--- src/rtl/snake_pkg.sv ---
// Shared definitions for the snake game sequencer and its prey placer.
// Latency: n/a (types, constants and pure functions only).
// Backpressure: n/a.
package snake_pkg;

    // Direction codes as consumed by the snake body.
    typedef enum logic [1:0] {
        DIR_UP    = 2'b00,
        DIR_RIGHT = 2'b01,
        DIR_LEFT  = 2'b10,
        DIR_DOWN  = 2'b11
    } dir_t;

    // Game state encoding seen by the VGA renderer.
    typedef enum logic [1:0] {
        ST_IDLE = 2'd0,
        ST_INIT = 2'd1,
        ST_PLAY = 2'd2,
        ST_OVER = 2'd3
    } game_state_t;

    // Default grid maxima (inclusive cell indices).
    localparam int H_LOGIC_MAX_DEF = 31;
    localparam int V_LOGIC_MAX_DEF = 23;

    // Prey cell shown before the first game.
    localparam int PREY_X_RST = 20;
    localparam int PREY_Y_RST = 11;

    localparam logic [15:0] LFSR_SEED = 16'hACE1;

    // 16-bit Fibonacci LFSR, taps 16,14,13,11 (bit indices 15,13,12,10).
    function automatic logic [15:0] lfsr_next(input logic [15:0] s);
        return {s[14:0], s[15] ^ s[13] ^ s[12] ^ s[10]};
    endfunction

endpackage

--- src/rtl/snake_prey_lfsr.sv ---
// Free-running LFSR plus fold-to-grid; holds the current prey cell.
// Latency: prey register updates on the edge where load_i is sampled high.
// Backpressure: none; load_i is a one-cycle request, always honoured.
// Ports: clk_i/rst_i (async active-high), load_i (capture new cell),
//        preyx_o/preyy_o (registered prey cell).
module snake_prey_lfsr
    import snake_pkg::*;
#(
    parameter int H_W   = 5,
    parameter int V_W   = 5,
    parameter int H_MAX = 31,
    parameter int V_MAX = 23
) (
    input  logic           clk_i,
    input  logic           rst_i,
    input  logic           load_i,
    output logic [H_W-1:0] preyx_o,
    output logic [V_W-1:0] preyy_o
);

    logic [15:0]    lfsr_q;
    logic [H_W-1:0] preyx_q;
    logic [V_W-1:0] preyy_q;
    logic [H_W-1:0] col_raw, col_cell;
    logic [V_W-1:0] row_raw, row_cell;

    assign col_raw = lfsr_q[H_W-1:0];
    assign row_raw = lfsr_q[H_W+V_W-1:H_W];

    // Out-of-range rows/columns are pulled back by the unused part of the
    // binary range; this lands on-grid as long as the grid covers at
    // least half of that range.
    localparam int ROW_FOLD = (1 << V_W) - 1 - V_MAX;
    assign row_cell = (row_raw > V_W'(V_MAX)) ? row_raw - V_W'(ROW_FOLD) : row_raw;

    generate
        if (H_MAX >= (1 << H_W) - 1) begin : g_col_full
            assign col_cell = col_raw;
        end else begin : g_col_fold
            localparam int COL_FOLD = (1 << H_W) - 1 - H_MAX;
            assign col_cell = (col_raw > H_W'(H_MAX)) ? col_raw - H_W'(COL_FOLD) : col_raw;
        end
    endgenerate

    always_ff @(posedge clk_i or posedge rst_i) begin
        if (rst_i) begin
            lfsr_q  <= LFSR_SEED;
            preyx_q <= H_W'(PREY_X_RST);
            preyy_q <= V_W'(PREY_Y_RST);
        end else begin
            lfsr_q <= lfsr_next(lfsr_q);
            if (load_i) begin
                preyx_q <= col_cell;
                preyy_q <= row_cell;
            end
        end
    end

    assign preyx_o = preyx_q;
    assign preyy_o = preyy_q;

endmodule

--- src/rtl/snake_game_ctrl.sv ---
// Game sequencer: buttons -> snake body step stream, tick pacing, score, prey.
// Latency: buttons/score registered (1 cycle); step strobe 1 cycle after tick reload.
// Backpressure: none; button and score pulses are single-cycle and never stalled.
// Ports: clk/rst (async active-high); btn_* one-cycle pulses; snake_score /
//        snake_lose from the body; snake_rst/enb/valid/direction to the body;
//        preyx/preyy/score/game_state/paused to the renderer.
module snake_game_ctrl
    import snake_pkg::*;
#(
    parameter int TICK_WIDTH    = 26,
    parameter int TICK_BASE     = 12_500_000,
    parameter int TICK_STEP     = 250_000,
    parameter int TICK_MIN      = 2_500_000,
    parameter int SCORE_WIDTH   = 8,
    parameter int H_LOGIC_WIDTH = 5,
    parameter int V_LOGIC_WIDTH = 5,
    parameter int H_LOGIC_MAX   = H_LOGIC_MAX_DEF,
    parameter int V_LOGIC_MAX   = V_LOGIC_MAX_DEF
) (
    input  logic                     clk,
    input  logic                     rst,
    input  logic                     btn_up,
    input  logic                     btn_down,
    input  logic                     btn_left,
    input  logic                     btn_right,
    input  logic                     btn_start,
    input  logic                     btn_pause,
    input  logic                     snake_score,
    input  logic                     snake_lose,
    output logic                     snake_rst,
    output logic                     enb,
    output logic                     valid,
    output logic [1:0]               direction,
    output logic [H_LOGIC_WIDTH-1:0] preyx,
    output logic [V_LOGIC_WIDTH-1:0] preyy,
    output logic [SCORE_WIDTH-1:0]   score,
    output logic [1:0]               game_state,
    output logic                     paused
);

    localparam logic [TICK_WIDTH-1:0]  BASE_T    = TICK_WIDTH'(TICK_BASE);
    localparam logic [TICK_WIDTH-1:0]  STEP_T    = TICK_WIDTH'(TICK_STEP);
    localparam logic [TICK_WIDTH-1:0]  MIN_T     = TICK_WIDTH'(TICK_MIN);
    localparam logic [TICK_WIDTH-1:0]  FLOOR_T   = TICK_WIDTH'(TICK_MIN + TICK_STEP);
    localparam logic [TICK_WIDTH-1:0]  ONE_T     = TICK_WIDTH'(1);
    localparam logic [SCORE_WIDTH-1:0] SCORE_MAX = '1;

    game_state_t             state_q, state_d;
    logic [1:0]              init_cnt_q, init_cnt_d;
    dir_t                    dir_q, dir_d, pend_q, pend_d;
    logic [TICK_WIDTH-1:0]   tick_q, tick_d, period_q, period_d;
    logic [SCORE_WIDTH-1:0]  score_q, score_d;
    logic                    valid_q, valid_d, vd1_q, vd2_q;
    logic                    pause_req_q, pause_req_d, paused_q, paused_d;
    logic                    prey_load;
    logic                    req_any;
    dir_t                    req_dir;

    // Simultaneous presses resolve up > down > left > right.
    always_comb begin
        req_any = btn_up | btn_down | btn_left | btn_right;
        req_dir = DIR_RIGHT;
        if (btn_up)        req_dir = DIR_UP;
        else if (btn_down) req_dir = DIR_DOWN;
        else if (btn_left) req_dir = DIR_LEFT;
    end

    always_comb begin
        state_d     = state_q;
        init_cnt_d  = init_cnt_q;
        dir_d       = dir_q;
        pend_d      = pend_q;
        tick_d      = tick_q;
        period_d    = period_q;
        score_d     = score_q;
        valid_d     = 1'b0;
        pause_req_d = pause_req_q;
        paused_d    = paused_q;
        prey_load   = 1'b0;

        case (state_q)
            ST_IDLE, ST_OVER: begin
                if (btn_start) begin
                    state_d    = ST_INIT;
                    init_cnt_d = 2'd0;
                end
            end
            ST_INIT: begin
                init_cnt_d = init_cnt_q + 2'd1;
                if (init_cnt_q == 2'd0) begin
                    score_d     = '0;
                    period_d    = BASE_T;
                    dir_d       = DIR_RIGHT;
                    pend_d      = DIR_RIGHT;
                    pause_req_d = 1'b0;
                    paused_d    = 1'b0;
                    prey_load   = 1'b1;
                end
                if (init_cnt_q == 2'd3) begin
                    state_d = ST_PLAY;
                    tick_d  = period_q - ONE_T;
                end
            end
            ST_PLAY: begin
                if (btn_pause) pause_req_d = ~pause_req_q;
                // The body is mid-step for three cycles after a strobe;
                // freezing it then would split a move.
                if (!(valid_q | vd1_q | vd2_q)) paused_d = pause_req_q;

                if (snake_lose) begin
                    state_d = ST_OVER;
                end else begin
                    if (snake_score) begin
                        score_d   = (score_q == SCORE_MAX) ? score_q : score_q + SCORE_WIDTH'(1);
                        period_d  = (period_q >= FLOOR_T) ? period_q - STEP_T : MIN_T;
                        prey_load = 1'b1;
                    end
                    if (!paused_q) begin
                        if (req_any && ((req_dir ^ dir_q) != 2'b11)) pend_d = req_dir;
                        if (tick_q == '0) begin
                            tick_d  = period_q - ONE_T;
                            valid_d = 1'b1;
                        end else begin
                            tick_d = tick_q - ONE_T;
                        end
                        // Commit one cycle ahead of the strobe so direction is
                        // already settled in the cycle before valid.
                        if (tick_q == ONE_T || period_q == ONE_T) dir_d = pend_d;
                    end
                end
            end
            default: state_d = ST_IDLE;
        endcase
    end

    always_ff @(posedge clk or posedge rst) begin
        if (rst) begin
            state_q     <= ST_IDLE;
            init_cnt_q  <= 2'd0;
            dir_q       <= DIR_RIGHT;
            pend_q      <= DIR_RIGHT;
            tick_q      <= '0;
            period_q    <= BASE_T;
            score_q     <= '0;
            valid_q     <= 1'b0;
            vd1_q       <= 1'b0;
            vd2_q       <= 1'b0;
            pause_req_q <= 1'b0;
            paused_q    <= 1'b0;
        end else begin
            state_q     <= state_d;
            init_cnt_q  <= init_cnt_d;
            dir_q       <= dir_d;
            pend_q      <= pend_d;
            tick_q      <= tick_d;
            period_q    <= period_d;
            score_q     <= score_d;
            valid_q     <= valid_d;
            vd1_q       <= valid_q;
            vd2_q       <= vd1_q;
            pause_req_q <= pause_req_d;
            paused_q    <= paused_d;
        end
    end

    snake_prey_lfsr #(
        .H_W   (H_LOGIC_WIDTH),
        .V_W   (V_LOGIC_WIDTH),
        .H_MAX (H_LOGIC_MAX),
        .V_MAX (V_LOGIC_MAX)
    ) u_prey (
        .clk_i   (clk),
        .rst_i   (rst),
        .load_i  (prey_load),
        .preyx_o (preyx),
        .preyy_o (preyy)
    );

    assign snake_rst  = (state_q == ST_INIT) && (init_cnt_q == 2'd0);
    assign enb        = (state_q == ST_PLAY) && !paused_q;
    assign valid      = valid_q;
    assign direction  = dir_q;
    assign score      = score_q;
    assign game_state = state_q;
    assign paused     = paused_q;

endmodule

--- config.mk ---
export PLATFORM = sky130hd
export DESIGN_NAME = snake_game_ctrl
export DESIGN_NICKNAME = d
export VERILOG_FILES = /design/src/rtl/snake_pkg.sv /design/src/rtl/snake_prey_lfsr.sv /design/src/rtl/snake_game_ctrl.sv
export SDC_FILE = /design/constraint.sdc
export NUM_CORES = 1
export LEC_CHECK = 0
export CAP_MARGIN = 40
export CORE_MARGIN = 2
export CORE_UTILIZATION = 30
export DETAILED_ROUTE_END_ITERATION = 12
export PLACE_DENSITY = 0.45
export SLEW_MARGIN = 20
export SYNTH_ARGS = -nofsm -noshare
export SYNTH_HDL_FRONTEND = slang
export SYNTH_HIERARCHICAL = 1
export SYNTH_SLANG_ARGS = --single-unit
--- constraint.sdc ---
create_clock -name clk -period 2.4 [get_ports clk]
set_input_delay 0.24 -clock clk [delete_from_list [all_inputs] [get_ports clk]]
set_output_delay 0.24 -clock clk [all_outputs]
set_load 0.02 [all_outputs]
==> results.py <==
metrics = {
    "placement": {
        "dp_hpwl_um": 12200,
        "io_buffers": 35,
        "dp_slack_ns": -0.121,
        "gp_congestion": 0.820,
        "placed_area_sq_um": 6890,
    },
    "worst_setup_path": {
        "crit_chain": "or4_4 -> or4_4 -> buf_4 -> or4_4 -> a21oi_2 -> a211oi_1",
        "reg2reg_depth": 6,
        "cp-end-kind": "register",
        "cpMaxStageDelayCell": "or4_4",
        "crit_family": "simple AND/OR/NAND/NOR gates",
        "crit_fanout": 5,
        "r2r_start": "tick_q[6]",
        "cpMostUsedCell": "or4_4",
        "crit_buf_inv": 1,
        "setup.worst_path.class": "reg2reg",
        "worst_ep_required_time_ns": 2.62,
        "timing.reg2reg.setup_slack_ns": -0.11,
        "worstPathArrival_ns": 2.73,
        "max_stage_delay_ns": 0.60,
        "crit_path_start_kind": "register",
        "r2r_end": "tick_q[20]",
    },
    "grt": {
        "grt_pass1_vias": 5248,
        "met3_usage_pct": 2.59,
        "globalRouteMet2Util_pct": 27.7,
        "antenna_found_initial": 0,
        "grt_overflow": 0,
        "grt_pass1_wl_um": 27700,
        "grt_start_max_net_pins": 49,
        "grt_usage_pct": 17.3,
        "busiest_layer": "met2",
        "use_met1_pct": 23.6,
    },
    "power_and_ir_drop": {
        "cellPowerDensity_nw_per_um2": 1100,
        "leakagePower_nw": 3.00,
        "ir_drop_v": 0.000502,
    },
    "die": {
        "die_h_um": 142,
        "start_util_pct": 30.6,
        "num_rows": 50,
        "core_sq_um": 18800,
        "ioPinCount": 36,
        "die_w_um": 142,
        "die_area_sq_um": 20300,
    },
    "layout": {
        "syn2layout_area_growth_pct": 26.6,
        "utilization_pct": 38.8,
        "drive_above_1_share_pct": 23.3,
        "nNetsFinal": 739,
        "n_antenna_cell": 0,
        "fin_area_sq_um": 7280,
    },
    "synthesis": {
        "synth_area_leaders": "dfrtp_1 30%, dfstp_2 12%, nor2_1 3.8%",
        "ys_types": 76,
        "synthCells": 632,
        "ys_ff_latch": 95,
        "yosysMostFrequentCell": "dfrtp_1",
        "avgSynthCellArea_sq_um": 9.09,
        "ys_warn_count": 6,
        "netlist_area_sq_um": 5750,
        "synthTopCellsByCount": "68 x dfrtp_1, 58 x nor2_1, 44 x nand2_1, 39 x o21ai_0, 37 x clkbuf_1",
        "async_flop_share_pct": 100,
        "ys.flop_type": "dfrtp_1",
        "synth_top_area_share_pct": 29.6,
        "yosysSeqAreaShare_pct": 41.9,
        "yosys.area.top_type": "dfrtp_1",
        "synth-edff-count": 0,
        "syn_nets": 655,
    },
    "drt": {
        "drt_iter0_markers": 376,
        "drcViolationCount": 0,
        "ant_nets": 0,
        "wl_um": 16800,
        "vias": 5209,
        "dr.pass1.iters": 4,
        "viasPerCell": 5.45,
        "wire_per_inst_um": 17.6,
    },
    "clock_tree": {
        "clockBufferDepth": 2,
        "cts_tree": "built",
        "worstSkewPairLatency_ns": 0.36,
        "clockRootBuffer": "clkbuf_16",
        "cts_buffers": 9,
        "htreeDepth": 3,
        "path_clk_slew_ns": 0.08,
        "cts.sink_count": 95,
    },
    "min_path": {
        "hp-class": "in2async",
    },
    "sta": {
        "tightest_slew_ns": 0.602,
        "fmax_mhz": 398,
        "clock_skew_ns": 0.0111,
        "slew_headroom_pct": 59.6,
        "whs_ns": 0.244,
        "hold_violations": 0,
        "final.period_utilization_pct": 105,
        "slew_violations": 0,
        "rsz0062_at_grt": "yes",
        "min_period_ns": 2.51,
        "setup_ws_ns": -0.110,
        "setup_viol": 21,
    },
    "run_status": {
        "outcome": "finished, violations left",
        "violations": "negative setup slack",
    },
    "flow_run": {
        "maxCapViolCount": 0,
    },
}
## final cells by class
type	count	area (sq um)
clock inverter	7	86.3
multi-input combinational	465	3120
clock buffer	9	225
inverter	27	103
timing repair buffer	118	1040
fill	1869	11500
tap	234	293
sequential	95	2410
## worst max path at each step
stage               start          to  slack, ns  cells past startpoint
6_report        tick_q[6]  tick_q[20]      -0.11                      6
3_3_place_gp    tick_q[4]   tick_q[5]       -0.1                      6
2_1_floorplan  tick_q[19]  tick_q[23]      -0.05                      7
5_1_grt         tick_q[7]  tick_q[10]      -0.18                      6
3_5_place_dp    tick_q[4]   tick_q[5]      -0.12                      6
4_1_cts         tick_q[7]   tick_q[5]      -0.11                      6
## per-stage QoR
stage               setup TNS [ns]  power (mW)  cells
detailed placement           -1.44        6.42    937
global route                 -2.32        8.57    955
floorplan                   -0.210        4.78    632
CTS                          -1.32        7.97    954
global placement            -0.754        6.36    937
finish                       -1.04        7.99    955
## where the power goes
part,internal [mW],switching (mW)
clock,0.749,0.727
combinational,1.82,2.26
sequential,2.03,0.404
## registers in the layout, summed over array words and instances, names as in the netlist, 5 cells and up
register / cells
u_prey/lfsr_q: 16
period_q: 22
u_prey/preyy_o: 5
score: 8
tick_q: 26
u_prey/preyx_o: 5
## worst register-to-register path, stage by stage, from the launching register on
cell	delay [ns]
dfrtp_1	0.38
or4_4	0.54
or4_4	0.60
buf_4	0.17
or4_4	0.50
a21oi_2	0.13
a211oi_1	0.06
## cells by family after synthesis
kind of cell	count (synthesis)	share of synthesized area (%)
muxes	19	3.48
AOI/OAI and AO/OA	169	21.1
xor gates and xnor gates	28	4.27
DFF	95	41.9
and+or+nand+nor	236	21.2
buffers and inverters	72	5.09
adders and majority gates	13	2.83
## per-layer routing
layer | vias to the layer above | part of all wire [%]
met3 | 16 | 2.8
li1 | 2532 | -
met5 | - | 0
met4 | 0 | 1.5
met2 | 110 | 48
met1 | 2551 | 48
## cell usage in the layout (no fill, tap or decap), types with 20 or more instances in the layout
cell type and count:
buf_4 77, dfrtp_1 68, nor2_1 56, nand2_1 44, o21ai_0 37, clkdlybuf4s50_1 34
dfstp_2 27, inv_1 25, a21oi_1 23, nor4_1 22, nand3_1 22, nor3_1 20
## timing repair
| action | CTS | global route |
|---|---|---|
| hold endpoints to repair | 0 | 0 |
| pin swaps | 2 | 5 |
| buffers inserted | 1 | 1 |
| gates resized for setup | 3 | 16 |
| endpoints found under the setup margin | 23 | 30 |
| hold buffers | 0 | 0 |
Note: power is estimated with default switching activity, not from simulation.
